===== src/rtl/gs_raw_sample_packer_pkg.sv =====
`default_nettype none
// ============================================================================
// Module   : gs_raw_sample_packer_pkg
// Purpose  : Shared widths, FSM state encodings and helpers for the GS raw
//            sample packer and its word FIFO.
// Ports    : none (package)
// Revision : 1.0 - initial release
// ============================================================================
package gs_raw_sample_packer_pkg;

    localparam int c_SAMPLE_W = 16;
    localparam int c_WORD_W   = 32;

    // Default upper half of the per-frame trailer word
    localparam logic [c_SAMPLE_W-1:0] c_TRAILER_TAG = 16'hA5A5;

    // Pack FSM state encodings
    localparam logic [1:0] c_IDLE    = 2'd0;
    localparam logic [1:0] c_HALF    = 2'd1;
    localparam logic [1:0] c_TRAILER = 2'd2;

    // Saturating increment for the per-frame sample counter
    function automatic logic [c_SAMPLE_W-1:0] sat_inc(input logic [c_SAMPLE_W-1:0] v);
        return (v == {c_SAMPLE_W{1'b1}}) ? v : v + {{(c_SAMPLE_W-1){1'b0}}, 1'b1};
    endfunction

endpackage
`default_nettype wire


===== src/rtl/gs_word_fifo.sv =====
`default_nettype none
// ============================================================================
// Module   : gs_word_fifo
// Purpose  : Synchronous word FIFO, depth 2**DEPTH_LOG2, first-word-fall-
//            through read (oDout always shows the head entry).
// Ports    : iClk   - clock, posedge
//            iReset - asynchronous, active-low reset (empties the FIFO)
//            iPush  - write iDin (ignored when full)
//            iPop   - advance the head (ignored when empty)
//            iDin   - write data
//            oDout  - head entry
//            oFull  - no free slot
//            oEmpty - no stored entry
// Revision : 1.0 - initial release
// ============================================================================
module gs_word_fifo
    import gs_raw_sample_packer_pkg::*;
#(
    parameter int DEPTH_LOG2 = 4
) (
    input  logic                iClk,
    input  logic                iReset,
    input  logic                iPush,
    input  logic                iPop,
    input  logic [c_WORD_W-1:0] iDin,
    output logic [c_WORD_W-1:0] oDout,
    output logic                oFull,
    output logic                oEmpty
);

    localparam int c_DEPTH = 2 ** DEPTH_LOG2;
    localparam logic [DEPTH_LOG2:0] c_PTR_ONE = {{DEPTH_LOG2{1'b0}}, 1'b1};

    // One extra pointer bit distinguishes full from empty
    logic [DEPTH_LOG2:0] r_wrPtr;
    logic [DEPTH_LOG2:0] r_rdPtr;
    logic [c_WORD_W-1:0] r_mem [c_DEPTH];
    logic                w_wr;
    logic                w_rd;

    assign oEmpty = (r_wrPtr == r_rdPtr);
    assign oFull  = (r_wrPtr[DEPTH_LOG2] != r_rdPtr[DEPTH_LOG2]) &&
                    (r_wrPtr[DEPTH_LOG2-1:0] == r_rdPtr[DEPTH_LOG2-1:0]);

    // Full is evaluated before the pop of the same cycle, so a pop never
    // makes room for a simultaneous push.
    assign w_wr = iPush && !oFull;
    assign w_rd = iPop && !oEmpty;

    assign oDout = r_mem[r_rdPtr[DEPTH_LOG2-1:0]];

    always_ff @(posedge iClk or negedge iReset) begin
        if (!iReset) begin
            r_wrPtr <= '0;
            r_rdPtr <= '0;
        end else begin
            if (w_wr) r_wrPtr <= r_wrPtr + c_PTR_ONE;
            if (w_rd) r_rdPtr <= r_rdPtr + c_PTR_ONE;
        end
    end

    // Storage needs no reset: pointers alone define validity
    always_ff @(posedge iClk) begin
        if (w_wr) r_mem[r_wrPtr[DEPTH_LOG2-1:0]] <= iDin;
    end

endmodule
`default_nettype wire


===== src/rtl/gs_raw_sample_packer.sv =====
`default_nettype none
// ============================================================================
// Module   : gs_raw_sample_packer
// Purpose  : Packs 16-bit raw samples from the GS state machine into 32-bit
//            words, appends a per-frame trailer, buffers words locally and
//            forwards them to the FPGA->host FIFO. Any lost word or sample
//            sets a sticky overflow flag.
// Ports    : iClk          - clock, posedge
//            iReset        - asynchronous, active-low reset
//            i16RawSignal  - raw sample
//            iRawValid     - sample strobe
//            iFrameLast    - sample is last of its frame
//            o32HostData   - host FIFO din (registered)
//            oHostWrEn     - host FIFO wr_en (registered)
//            iHostFull     - host FIFO almost-full
//            iClearOvf     - clear oOverflow
//            oOverflow     - sticky loss flag
//            o16FrameCount - completed frames since reset (wrapping)
// Revision : 1.0 - initial release
// ============================================================================
module gs_raw_sample_packer
    import gs_raw_sample_packer_pkg::*;
#(
    parameter int                    DEPTH_LOG2  = 4,
    parameter logic [c_SAMPLE_W-1:0] TRAILER_TAG = c_TRAILER_TAG
) (
    input  logic                  iClk,
    input  logic                  iReset,
    input  logic [c_SAMPLE_W-1:0] i16RawSignal,
    input  logic                  iRawValid,
    input  logic                  iFrameLast,
    output logic [c_WORD_W-1:0]   o32HostData,
    output logic                  oHostWrEn,
    input  logic                  iHostFull,
    input  logic                  iClearOvf,
    output logic                  oOverflow,
    output logic [c_SAMPLE_W-1:0] o16FrameCount
);

    logic [1:0]            r_state;
    logic [1:0]            w_nextState;
    logic [c_SAMPLE_W-1:0] r_lowHalf;
    logic [c_SAMPLE_W-1:0] r_sampleCount;

    logic                  w_push;
    logic [c_WORD_W-1:0]   w_pushData;
    logic                  w_dropSample;
    logic                  w_accept;
    logic                  w_pop;
    logic                  w_lost;
    logic                  w_fifoFull;
    logic                  w_fifoEmpty;
    logic [c_WORD_W-1:0]   w_fifoDout;

    // ------------------------------------------------------------------
    // Pack FSM: decides what (if anything) is pushed this cycle
    // ------------------------------------------------------------------
    always_comb begin
        w_nextState  = r_state;
        w_push       = 1'b0;
        w_pushData   = '0;
        w_dropSample = 1'b0;
        case (r_state)
            c_IDLE: begin
                if (iRawValid) begin
                    if (iFrameLast) begin
                        // Odd-length frame: pad the lone sample
                        w_push      = 1'b1;
                        w_pushData  = {{c_SAMPLE_W{1'b0}}, i16RawSignal};
                        w_nextState = c_TRAILER;
                    end else begin
                        w_nextState = c_HALF;
                    end
                end
            end
            c_HALF: begin
                if (iRawValid) begin
                    w_push      = 1'b1;
                    w_pushData  = {i16RawSignal, r_lowHalf};
                    w_nextState = iFrameLast ? c_TRAILER : c_IDLE;
                end
            end
            c_TRAILER: begin
                w_push       = 1'b1;
                w_pushData   = {TRAILER_TAG, r_sampleCount};
                // Upstream broke the idle-after-last rule: sample is lost
                w_dropSample = iRawValid;
                w_nextState  = c_IDLE;
            end
            default: begin
                w_nextState = c_IDLE;
            end
        endcase
    end

    assign w_accept = iRawValid && ((r_state == c_IDLE) || (r_state == c_HALF));
    assign w_pop    = !w_fifoEmpty && !iHostFull;
    assign w_lost   = (w_push && w_fifoFull) || w_dropSample;

    gs_word_fifo #(
        .DEPTH_LOG2 (DEPTH_LOG2)
    ) u_wordFifo (
        .iClk   (iClk),
        .iReset (iReset),
        .iPush  (w_push),
        .iPop   (w_pop),
        .iDin   (w_pushData),
        .oDout  (w_fifoDout),
        .oFull  (w_fifoFull),
        .oEmpty (w_fifoEmpty)
    );

    // ------------------------------------------------------------------
    // State, counters, overflow flag and registered host interface
    // ------------------------------------------------------------------
    always_ff @(posedge iClk or negedge iReset) begin
        if (!iReset) begin
            r_state       <= c_IDLE;
            r_lowHalf     <= '0;
            r_sampleCount <= '0;
            o16FrameCount <= '0;
            oOverflow     <= 1'b0;
            o32HostData   <= '0;
            oHostWrEn     <= 1'b0;
        end else begin
            r_state <= w_nextState;

            if ((r_state == c_IDLE) && iRawValid && !iFrameLast) begin
                r_lowHalf <= i16RawSignal;
            end

            // Counter is cleared as the trailer goes out, so a sample
            // dropped during TRAILER is never counted.
            if (r_state == c_TRAILER) begin
                r_sampleCount <= '0;
                o16FrameCount <= o16FrameCount + 16'd1;
            end else if (w_accept) begin
                r_sampleCount <= sat_inc(r_sampleCount);
            end

            // New loss takes priority over a clear in the same cycle
            if (w_lost) begin
                oOverflow <= 1'b1;
            end else if (iClearOvf) begin
                oOverflow <= 1'b0;
            end

            if (w_pop) begin
                o32HostData <= w_fifoDout;
                oHostWrEn   <= 1'b1;
            end else begin
                oHostWrEn   <= 1'b0;
            end
        end
    end

endmodule
`default_nettype wire


===== config.mk =====
export PLATFORM = sky130hd
export DESIGN_NAME = gs_raw_sample_packer
export DESIGN_NICKNAME = d
export VERILOG_FILES = /design/src/rtl/gs_raw_sample_packer_pkg.sv /design/src/rtl/gs_word_fifo.sv /design/src/rtl/gs_raw_sample_packer.sv
export SDC_FILE = /design/constraint.sdc
export NUM_CORES = 1
export LEC_CHECK = 0
export BUFFER_PORTS_ARGS = -buffer_cell sky130_fd_sc_hd__buf_2
export CAP_MARGIN = 30
export CORE_UTILIZATION = 60
export DETAILED_ROUTE_END_ITERATION = 10
export PLACE_DENSITY = 0.77
export SKIP_CTS_REPAIR_TIMING = 1
export SYNTH_ARGS = -nofsm -noshare
export SYNTH_HDL_FRONTEND = slang
export SYNTH_SLANG_ARGS = --single-unit

===== constraint.sdc =====
create_clock -name iClk -period 4.8 [get_ports iClk]
set_input_delay 0.96 -clock iClk [delete_from_list [all_inputs] [get_ports iClk]]
set_output_delay 0.96 -clock iClk [all_outputs]
set_load 0.02 [all_outputs]

* After elaboration in Yosys (flattened, before gate mapping) *
Memories as Yosys holds them, arrays and structs flattened. A register that Yosys moved wholly into a read port is not among the register bits.
Cells that the tools add are included.

storage, ports and cells
  flip-flop bits (word level) = 62
  latch bits = 0
  memory bits (writable) = 512
  memory bits (read-only) = 0
  input bits = 22
  output and inout bits = 50
  logic and storage cells = 64
  memories = 1

operators by class
  add/subtract/negate cells = 4
  multipliers = 0
  div/mod/pow operators = 0
  order comparisons = 0
  equal/unequal tests = 9
  shift operators = 0
  muxes and demuxes = 22
  bitwise logic cells = 0
  reductions and logical operators = 20

memory list
  memory            depth  bits a word  rd ports  clocked after memory_dff  write ports  line                RTL
  u_wordFifo.r_mem  16     32           1         1                         1            gs_word_fifo.sv:37  logic [c_WORD_W-1:0] r_mem [c_DEPTH];

operators with widths
  operator                                                               number
  32-bit case mux with 3 select lines                                    1
  16-bit 2-to-1 mux                                                      5
  16-bit by 1-bit adder with 16-bit output, second input constant        2
  32-bit 2-to-1 mux                                                      1
  16-bit equality test, second input constant                            1
  5-bit by 1-bit adder with 5-bit output, second input constant          2
  1-bit 2-to-1 mux                                                       9
  1-bit logical AND                                                      8
  2-bit 2-to-1 mux                                                       4
  2-bit != test, second input constant                                   3
  5-bit equality test                                                    1
  1-bit zero test                                                        5
  4-bit equality test                                                    1
  2-bit case mux with 2 select lines                                     1
  2-bit AND reduction                                                    2
  2-bit nonzero test                                                     2
  1-bit case mux with 3 select lines                                     1
  2-bit by 1-bit equality test with 1-bit output, second input constant  1
  2-bit equality test, second input constant                             1
  2-bit zero test                                                        1
  1-bit logical OR                                                       2
  1-bit != test                                                          1

* Logic depth before layout (Yosys ltp) *
Gate-level depths: netlist of run 1.

  depth after elaboration = 6
  gate-level depth with buffers = 8
  mapped depth without buffers = 5

* Modules after synthesis *
A second synthesis of run 1 with hierarchy kept.

second synthesis, totals
  cells, all modules = 1220
  area, all modules = 23924.2 µm²

modules (own cells, without submodules)
  module                instances  cells an instance  area each (µm²)  sequential area each (µm²)
  gs_word_fifo          1          865                19894.1          15625.0
  gs_raw_sample_packer  1          355                4030.1           2102.0

* Worst setup path before layout of run 1 *
OpenSTA, ideal clock, no wires.

  path type = input-to-reg
  from = input port iRawValid
  to = memory u_wordFifo.r_mem[3][0], enable pin
  setup time = 461 ps
  data arrival time = 3684 ps
  required time = 4339 ps
  setup slack = 655 ps
  cell stages on the path = 4
  path buffers = 0
  cell sequence = o21ai_0 mux2i_1 o211ai_1 nor3_1

on the way
  longest elaborated chain between the ends = 5
  elaborated cells on any way between the ends = 6
  those cells by class = mux (5); reduce/logical (1)

RTL lines
  element                                     line                                                    RTL
  from (decl)                                 gs_raw_sample_packer.sv:30                              input logic iRawValid,
  1-bit 2-to-1 mux (on tied branches)         gs_raw_sample_packer.sv:77, gs_raw_sample_packer.sv:65
  1-bit case mux with 3 select lines (*)      gs_raw_sample_packer.sv:63                              case (r_state)
  1-bit logical AND (*)                       gs_word_fifo.sv:47                                      assign w_wr = iPush && !oFull;
  1-bit 2-to-1 mux (*)                        gs_word_fifo.sv:64                                      if (w_wr) r_mem[r_wrPtr[DEPTH_LOG2-1:0]] <= iDin;
  1-bit 2-to-1 mux (implied by the code) (*)  gs_word_fifo.sv:64
  to (decl)                                   gs_word_fifo.sv:37

Every way passes the cells marked *; elsewhere a longest branch is shown, timed or not.

* Worst setup path in the final report of run 1 *
  from = register u_wordFifo.r_rdPtr[1]
  to = memory u_wordFifo.r_mem[6][7], enable pin

on the way
  longest elaborated chain between the ends = 6

RTL lines
  element                                 line                RTL
  from (decl)                             gs_word_fifo.sv:36  logic [DEPTH_LOG2:0] r_rdPtr;
  from (signal assigned)                  gs_word_fifo.sv:58  if (w_rd) r_rdPtr <= r_rdPtr + c_PTR_ONE;
  4-bit equality test                     gs_word_fifo.sv:43  (r_wrPtr[DEPTH_LOG2-1:0] == r_rdPtr[DEPTH_LOG2-1:0]);
  1-bit logical AND                       gs_word_fifo.sv:42  assign oFull = (r_wrPtr[DEPTH_LOG2] != r_rdPtr[DEPTH_LOG2]) &&
  1-bit zero test                         gs_word_fifo.sv:47
  1-bit logical AND                       gs_word_fifo.sv:47
  1-bit 2-to-1 mux                        gs_word_fifo.sv:64
  1-bit 2-to-1 mux (implied by the code)  gs_word_fifo.sv:64

Every way passes these cells.

==> results of run 1 <==
## kinds of logic (layout without fill, tap and decap cells)
group	Yosys count	count (layout)
AO/OA/AOI/OAI	134	134
adder cells (fa/ha/maj)	7	7
buffers and inverters	99	228
AND/OR/NAND/NOR	153	153
flip-flops	606	606
XOR/XNOR	30	30
multiplexers	181	181
## Yosys cell counts (3+ instances only)
cell type	count
edfxtp_1	512
mux4_2	128
dfrtp_1	94
a22oi_1	65
nand2_1	63
mux2_2	50
clkbuf_1	36
and3_1	29
inv_1	28
xnor2_1	22
buf_2	17
a222oi_1	15
buf_6	11
nand3_1	10
nor2_1	10
nand4_1	8
nor2b_1	8
o21ai_0	8
xor2_1	8
ha_1	7
a211oi_1	6
a21oi_1	6
and2_1	6
o211ai_1	6
and4_1	5
a2bb2oi_1	4
buf_1	4
nor3_1	4
nor4_1	4
a31oi_1	3
buf_4	3
o21a_1	3
## area by class of cell
type | instances | area [sq um]
Sequential cell | 606 | 17700
Fill cell | 2418 | 12100
Multi-Input combinational cell | 505 | 5710
Clock buffer | 79 | 1610
Tap cell | 518 | 648
Timing Repair Buffer | 93 | 646
Clock inverter | 28 | 322
Inverter | 28 | 105
## how the worst max path moves through the flow
stage	cells after the start	end	slack (ns)
3_3_place_gp	5	u_wordFifo.r_mem[1][9]	1.27
5_1_grt	4	u_wordFifo.r_mem[5][4]	1.19
6_report	4	u_wordFifo.r_mem[6][7]	1.39
3_5_place_dp	5	u_wordFifo.r_mem[2][12]	1.14
4_1_cts	4	u_wordFifo.r_mem[0][13]	1.32
2_1_floorplan	4	u_wordFifo.r_mem[3][0]	0.65
## where the power goes
group	total, uW	switching, uW	internal [uW]
Clock	4620	1900	2720
Combinational	4130	2270	1870
Sequential	6890	436	6460
Total	15600	4600	11000
## per-layer routing
layer  routed length, um  vias to the layer above  track usage, %
li1                    -                     5108               -
met1               20300                     6336            36.5
met2               24700                      577            41.3
met3                3800                       94            3.89
met4                1670                        0            9.04
met5                   0                        -               0
## through the flow
stage / hold WS, ns / setup slack [ns] / cells / area (sq um)
5_1_grt: 0.489 / 1.19 / 1857 / 26800
6_report: 0.438 / 1.39 / 1857 / 26800
4_1_cts: 0.453 / 1.32 / 1852 / 26700
3_5_place_dp: 0.469 / 1.14 / 1745 / 24700
3_3_place_gp: 0.453 / 1.27 / 1743 / 24700
2_1_floorplan: 0.466 / 0.655 / 1210 / 23900
## registers in the layout, summed over array words and instances (netlist names)
signal and count:
o16FrameCount 16, o32HostData 32, oHostWrEn 1, oOverflow 1, r_lowHalf 16, r_sampleCount 16
r_state 2, u_wordFifo.r_mem 512, u_wordFifo.r_rdPtr 5, u_wordFifo.r_wrPtr 5
## placed cells by master, fill, tap and decap left out, types with 6 or more instances in the layout
cell and count:
edfxtp_1 512, a211oi_1 6, clkbuf_16 59, mux4_2 128, inv_1 27, clkinv_2 10
clkbuf_8 6, dfrtp_1 92, clkbuf_1 14, nand2_1 63, o211ai_1 6, o21ai_0 8
nand4_1 8, buf_4 15, nor2_1 9, mux2_2 50, a22oi_1 65, a21oi_1 6
xor2_1 8, and3_2 12, buf_2 70, ha_1 7, bufinv_16 7, nand3_1 10
xnor2_1 22, clkinv_1 6, and3_1 17, a222oi_1 15
==> metrics.yaml, run 1 <==
worst_setup_path:
  worstRegToRegCells: 4
  r2r_slack_ns: 1.39
  worstSetupPathType: "register to register"
  cp_top_family: "simple AND/OR/NAND/NOR gates"
  crit_required_ns: 5.01
  worst_setup_path_start_kind: "register"
  crit_path_top_delay_cell: "and3_2"
  r2r_end: "u_wordFifo.r_mem[6][7]"
  crit-reg2reg-launch: "u_wordFifo.r_rdPtr[1]"
  crit_path_start: "u_wordFifo.r_rdPtr[1]"
  max_stage_delay_ns: 1.00
  cp_max_fo: 42
  crit_buf_inv: 0
  endpoint_kind: "register"
  cp_cell_sequence: "xnor2_1 > and4_1 > a21boi_1 > and3_2"
  cp_data_arrival_time_ns: 3.62
synthesis:
  syn-cell-area_sq_um: 23900
  synth_area_leaders: "edfxtp_1 (64%), mux4_2 (12%), dfrtp_1 (9.9%)"
  syn_nets: 1239
  synth_warnings: 0
  synth_ff_type: "edfxtp_1"
  synth_top_family_by_area: "multiplexers"
  synth_compound_area_share_pct: 4.35
  syn_inst: 1210
  async_flop_share_pct: 15.5
  yosys.area_share.simple_pct: 3.29
  yosysTopAreaCell: "edfxtp_1"
  ys_types: 52
  yosys.area_share.adder_pct: 0.367
  synth-edff-count: 512
  synthMuxAreaShare_pct: 14.6
  synth_top_cell_area_share_pct: 64.4
  synth_seq_cells: 606
  syn_area_per_cell_sq_um: 19.7
  synth-xor-area-share_pct: 1.10
  seq_area_frac_synth_pct: 74.3
power_and_ir_drop:
  ir_worst_vdd_mv: 0.486
  p_per_area_nw_per_um2: 584
  leakagePower_uw: 0.00939
  finalPower_uw: 15600
floorplanning:
  dieArea_sq_um: 40600
  chipWidth_um: 201
  start_util_pct: 61.3
  rows: 72
  die_y_um: 201
  core_sq_um: 38900
  ioPinCount: 72
clock_tree:
  clkSlewWorstSetupHoldPaths_ns: 0.06
  clockRootBuffer: "clkbuf_16"
  clk_latency_ns: 0.60
  htreeDepth: 2
  ctsLongestPathBuffers: 3
  cts_tree: "built"
  cts_sinks: 606
  cts_buffers: 58
job:
  maxCapViolations: 0
drt:
  wirelength_um: 50500
  dr_total_vias: 12100
  avgViaCountPerCell: 6.52
  antenna_left: 0
  drtIter0Drc: 1392
  wl_per_cell_um: 27.2
  dr.pass1.iters: 6
  drc: 0
layout:
  num_antenna_cells: 0
  nNetsFinal: 1321
  drive_gt1_share_pct: 28.7
  area_growth_pct: 12.2
  utilization_pct: 68.8
global_routing:
  grt_max_degree: 73
  antenna_found_initial: 1
  grt_pass1_vias: 12600
  grt_overflow: 0
  grt_pass1_wl_um: 77300
  grtUsageTotal_pct: 25.7
sta:
  finClkSkew_ns: 0.0136
  setup_violations: 0
  tightest_slew_ns: 1.05
  grt_setup_unrepaired: "false"
  hold_violations: 0
  fin_setup_tns_ns: 0
  fin_crit_sh_pct: 71.0
  layout_min_cycle_time_ns: 3.41
  slew_headroom_pct: 29.9
  drv_slew: 0
  fmax_mhz: 293
placed_design:
  dp_hpwl_um: 29300
  gp_congestion: 0.934
  port_buffers: 71
worst_hold_path:
  hp-class: "input pin to asynchronous set/reset pin"
run_status:
  status: "complete, no violations"
Power figures use the tool's default switching activity.
==> run 2, diff against run 1 <==
--- a/config.mk
+++ b/config.mk
@@ -5,6 +5,7 @@
 export SDC_FILE = /design/constraint.sdc
 export NUM_CORES = 1
 export LEC_CHECK = 0
+export ABC_AREA = 1
 export BUFFER_PORTS_ARGS = -buffer_cell sky130_fd_sc_hd__buf_2
 export CAP_MARGIN = 30
 export CORE_UTILIZATION = 60
==> constraint.sdc (replaced) <==
create_clock -name iClk -period 3.35 [get_ports iClk]
set_input_delay 0.67 -clock iClk [delete_from_list [all_inputs] [get_ports iClk]]
set_output_delay 0.67 -clock iClk [all_outputs]
set_load 0.02 [all_outputs]
==> run 2 against run 1 <==
Utilization down 0.21 points. Final cell count rose by 90%. Global-route usage rose by 4.2 points. Non-clock buffer count is 55 higher. Combinational power increased by 81%. Critical endpoint is now u_wordFifo.r_mem[10][10]. Clock skew grew 0.0034 ns. Register-to-register slack got worse by 0.61 ns. Fmax rose by 33%. Final area rose by 14%. Worst setup slack got worse by 0.61 ns. Sequential power is 38% higher.
==> metrics.yaml, run 2 <==
run_status:
  status: "complete, no violations"
clock_tree:
  cts_tree: "built"
  ctsLongestPathBuffers: 3
  cts_buffers: 59
  clk_latency_ns: 0.62
  clkSlewWorstSetupHoldPaths_ns: 0.06
  htreeDepth: 2
  cts_sinks: 606
  clockRootBuffer: "clkbuf_16"
sta:
  slew_headroom_pct: 30.4
  layout_setup_ws_ns: 0.787
  layout_min_cycle_time_ns: 2.56
  setup_violations: 0
  whs_ns: 0.105
  grt_setup_unrepaired: "false"
  finClkSkew_ns: 0.0170
  drv_slew: 0
  fmax_mhz: 390
  fin_crit_sh_pct: 76.5
  tightest_slew_ns: 1.04
  hold_violations: 0
placed_design:
  port_buffers: 71
  place_area_sq_um: 28400
  gp_congestion: 0.874
  dp.cells: 3422
  dp_hpwl_um: 40400
  dp_slack_ns: 0.633
synthesis:
  yosys.area_share.adder_pct: 0.322
  yosys.area_share.simple_pct: 22.0
  synth-xor-area-share_pct: 0.838
  synth_top_cell_area_share_pct: 56.5
  synth-edff-count: 512
  synthMuxAreaShare_pct: 0
  synth_warnings: 0
  syn_inst: 2809
  synth_top_family_by_area: "simple AND/OR/NAND/NOR gates"
  synth_compound_area_share_pct: 1.61
  syn-cell-area_sq_um: 27200
  seq_area_frac_synth_pct: 65.2
  synth_ff_type: "edfxtp_1"
  syn_nets: 2838
  synth_seq_cells: 606
  syn_area_per_cell_sq_um: 9.68
  synth_area_leaders: "edfxtp_1 (57%), nand2_1 (14%), dfrtp_1 (8.7%)"
  post-synth-top-count-cell: "nand2_1"
  yosysTopAreaCell: "edfxtp_1"
  synth_commonest_cells: "nand2_1 (990), inv_1 (534), edfxtp_1 (512), nand3_1 (345), dfrtp_1 (94)"
  ys_types: 33
  async_flop_share_pct: 15.5
drt:
  dr_total_vias: 19400
  antenna_left: 0
  avgViaCountPerCell: 5.50
  wirelength_um: 68000
  wl_per_cell_um: 19.2
  dr.pass1.iters: 6
  drtIter0Drc: 2020
  drc: 0
floorplanning:
  chipWidth_um: 215
  core_sq_um: 44400
  start_util_pct: 61.2
  rows: 77
  dieArea_sq_um: 46200
  ioPinCount: 72
  die_y_um: 215
worst_setup_path:
  r2r_end: "u_wordFifo.r_mem[10][10]"
  cp_data_arrival_time_ns: 2.81
  worstSetupPathType: "register to register"
  endpoint_kind: "register"
  crit_required_ns: 3.60
  crit-reg2reg-launch: "u_wordFifo.r_rdPtr[1]"
  worstRegToRegCells: 9
  worst_setup_path_start_kind: "register"
  cp_max_fo: 32
  r2r_slack_ns: 0.79
layout:
  num_antenna_cells: 0
  nNetsFinal: 2923
  design_area_sq_um: 30500
  layout_commonest_cell: "nand2_1"
  instances_no_fill: 3536
  final_cell_mix: "nand2_1 (990), inv_1 (534), edfxtp_1 (512), nand3_1 (345), dfrtp_1 (91)"
  fillers: 3183
  largest_reg_flops: 512
  drive_gt1_share_pct: 10.4
  area_growth_pct: 12.0
global_routing:
  antenna_found_initial: 0
  grt_pass1_vias: 19300
  grtUsageTotal_pct: 29.9
  grt_max_degree: 162
  grt_overflow: 0
  grt_pass1_wl_um: 105000
power_and_ir_drop:
  ir_worst_vdd_mv: 0.895
  p_per_area_nw_per_um2: 780
  leakagePower_uw: 0.0141
job:
  maxCapViolations: 0
worst_hold_path:
  hp-class: "input pin to asynchronous set/reset pin"
==> run 2: final cells by class <==
type                            instances  area [sq um]  area share (%)
Sequential cell                       606         17700            58.2
Multi-Input combinational cell       1535          6850            22.5
Inverter                              544          2050            6.73
Clock buffer                           84          1670            5.49
Timing Repair Buffer                  148          1100            3.60
Tap cell                              592           741            2.43
Clock inverter                         27           314            1.03
==> run 2: kinds of logic (layout without fill, tap and decap cells) <==
kind of cell | Yosys count | count (layout)
AO/OA/AOI/OAI | 73 | 73
buffers and inverters | 668 | 803
adder cells (fa/ha/maj) | 7 | 7
flip-flops | 606 | 606
AND/OR/NAND/NOR | 1429 | 1429
XOR/XNOR | 26 | 26
==> run 2: per-layer routing <==
layer	vias up	track usage [%]	part of all wire (%)
li1	9016	-	-
met1	9222	37.8	38
met2	1013	48.3	47
met3	188	6.11	9.5
met4	0	17.0	5.5
met5	-	0	0
==> run 2: how the worst max path moves through the flow <==
| stage | to | cells past startpoint | start | slack (ns) |
|---|---|---|---|---|
| 2_1_floorplan | u_wordFifo.r_mem[13][0] | 9 | iRawValid | -0.67 |
| 3_3_place_gp | u_wordFifo.r_mem[10][15] | 11 | iRawValid | 0.68 |
| 3_5_place_dp | u_wordFifo.r_mem[10][15] | 11 | iRawValid | 0.63 |
| 4_1_cts | u_wordFifo.r_mem[10][2] | 9 | u_wordFifo.r_rdPtr[1] | 0.83 |
| 5_1_grt | u_wordFifo.r_mem[10][10] | 8 | u_wordFifo.r_rdPtr[1] | 0.71 |
| 6_report | u_wordFifo.r_mem[10][10] | 9 | u_wordFifo.r_rdPtr[1] | 0.79 |
==> run 2: power breakdown <==
group | switching (uW) | internal (uW)
registers | 472 | 9020
logic | 5360 | 2100
clock network | 2810 | 4010
total | 8640 | 15100
==> run 2: per-stage QoR <==
stage          TNS [ns]  power (uW)  util (%)
2_1_floorplan   -235.23       14600         -
3_3_place_gp          0       16700      64.0
3_5_place_dp          0       16900      64.0
4_1_cts               0       23700      68.5
5_1_grt               0       24900      68.6
6_report              0       23800      68.6
==> run 2: worst max-delay path: stages (launching register included) <==
cell	delay, ns
dfrtp_4	0.67
inv_4	0.13
nand2_1	0.06
nand2_1	0.06
nor2_1	0.06
nand3_1	0.15
nand2_2	0.14
buf_4	0.27
nor3_2	0.15
buf_4	0.49
==> run 3, diff against run 2 <==
==> constraint.sdc (replaced) <==
create_clock -name iClk -period 2.7 [get_ports iClk]
set_input_delay 0.54 -clock iClk [delete_from_list [all_inputs] [get_ports iClk]]
set_output_delay 0.54 -clock iClk [all_outputs]
set_load 0.02 [all_outputs]
==> run 3 against run 2 <==
Clock power increased by 26%. Die area unchanged. Global-route usage is 0.79 points lower. Largest power group unchanged. Clock skew shrank 0.00067 ns. Routed wire length down 2.5%. Critical path type unchanged. Flip-flop and latch count is the same.
==> metrics.yaml, run 3 (synthesis gave the netlist of run 2 again) <==
drt:
  avgViaCountPerCell: 5.45
  drc: 0
  dr.pass1.iters: 6
  dr_total_vias: 19400
  antenna_left: 0
  wl_per_cell_um: 18.6
  wirelength_um: 66300
  drtIter0Drc: 2080
layout:
  seq_area_sq_um: 17700
  fillers: 3110
  nNetsFinal: 2944
  area_growth_pct: 13.5
  layout_commonest_cell: "nand2_1"
  largest_reg_flops: 512
  final_cell_mix: "nand2_1 (990), inv_1 (534), edfxtp_1 (512), nand3_1 (345), dfrtp_1 (91)"
  drive_gt1_share_pct: 11.0
  instances_no_fill: 3559
  multi_input_area_sq_um: 6910
  utilization_pct: 69.5
  num_antenna_cells: 0
power_and_ir_drop:
  finalPower_uw: 29600
  leakagePower_uw: 0.0143
  combPwrFrac_pct: 31.7
  intPower_uw: 19000
  p_sw_uw: 10600
  clkPwrFrac_pct: 29.0
  p_sw_share_pct: 35.9
  p_seq_share_pct: 39.3
  p_per_area_nw_per_um2: 960
  ir_worst_vdd_mv: 1.06
sta:
  hold_violations: 0
  grt_setup_unrepaired: "false"
  setup_violations: 0
  tightest_slew_ns: 0.915
  finClkSkew_ns: 0.0164
  fin_crit_sh_pct: 88.2
  layout_min_cycle_time_ns: 2.38
  slew_headroom_pct: 39.0
  fmax_mhz: 420
  whs_ns: 0.223
  drv_slew: 0
clock_tree:
  cts_sinks: 606
  htreeDepth: 2
  clk_latency_ns: 0.62
  clkSlewWorstSetupHoldPaths_ns: 0.06
  clockRootBuffer: "clkbuf_16"
  ctsLongestPathBuffers: 3
  cts_tree: "built"
  cts_buffers: 61
worst_setup_path:
  r2r_end: "u_wordFifo.r_mem[6][6]"
  cp_cell_sequence: "nor2_4 > inv_2 > nor2_4 > nand2_2 > nand3_1 > nand2_2 > buf_12 > nor3_4 > buf_4"
  endpoint_kind: "register"
  crit_path_start: "r_state[1]"
  worst_setup_path_start_kind: "register"
  max_stage_delay_ns: 0.45
  cp_data_arrival_time_ns: 2.69
  worstSetupPathType: "register to register"
  cp_max_fo: 15
  crit-reg2reg-launch: "r_state[1]"
  crit_required_ns: 3.01
  r2r_slack_ns: 0.32
  crit_path_top_delay_cell: "dfrtp_1"
  worstRegToRegCells: 9
run_status:
  status: "complete, no violations"
floorplanning:
  chipWidth_um: 215
  die_y_um: 215
  start_util_pct: 61.2
  core_sq_um: 44400
  rows: 77
  dieArea_sq_um: 46200
  ioPinCount: 72
global_routing:
  antenna_found_initial: 3
  grt_pass1_wl_um: 103000
  grt_max_degree: 195
  grtUsageTotal_pct: 29.1
  grt_overflow: 0
  grt_pass1_vias: 19300
placed_design:
  gp_congestion: 0.878
  port_buffers: 71
  dp.cells: 3443
  dp_hpwl_um: 39800
worst_hold_path:
  hold_path_end: "r_state[1]"
  whs_path_depth: 3
  worstHoldStart: "iFrameLast"
  hp-class: "input pin to register"
job:
  maxCapViolations: 0
==> run 3: power by group through the flow <==
stage	logic, uW	clock network, uW	registers (uW)
floorplan	6100	0	12100
global placement	9030	0	11800
detailed placement	9260	0	11800
CTS	9360	8700	11600
global route	10300	9030	11700
finish	9410	8590	11600
==> run 3: cell type report <==
type	count	area share (%)
clock buffer	84	5.59
clock inverter	31	1.08
inverter	544	6.64
multi-input combinational	1535	22.4
sequential	606	57.5
tap	592	2.40
timing repair buffer	167	4.43
==> run 3: routing by layer <==
layer	share of wire [%]	vias up	global-route usage [%]
met4	4.0	2	13.8
li1	-	9066	-
met1	38	9211	37.1
met5	0.020	-	0
met3	8.3	181	4.01
met2	49	954	49.4
==> run 3: metrics by stage <==
step	area [sq um]	setup slack, ns	TNS (ns)
2_1_floorplan	27300	-0.207	-92.28
3_3_place_gp	28800	0.171	0
3_5_place_dp	28800	0.142	0
4_1_cts	30900	0.333	0
5_1_grt	30900	0.204	0
6_report	30900	0.319	0
==> run 3: how the worst max path moves through the flow <==
stage / endpoint
floorplan: u_wordFifo.r_mem[12][0]
global placement: u_wordFifo.r_mem[2][4]
detailed placement: u_wordFifo.r_mem[2][4]
CTS: u_wordFifo.r_mem[7][10]
global route: u_wordFifo.r_mem[3][3]
finish: u_wordFifo.r_mem[6][6]
==> run 3: worst max-delay path: cells and delay by family (launching register included) <==
family / cells / cell delay (ns)
flip-flops: 1 / 0.45
buffers and inverters: 3 / 0.59
AND/OR/NAND/NOR: 6 / 1.01
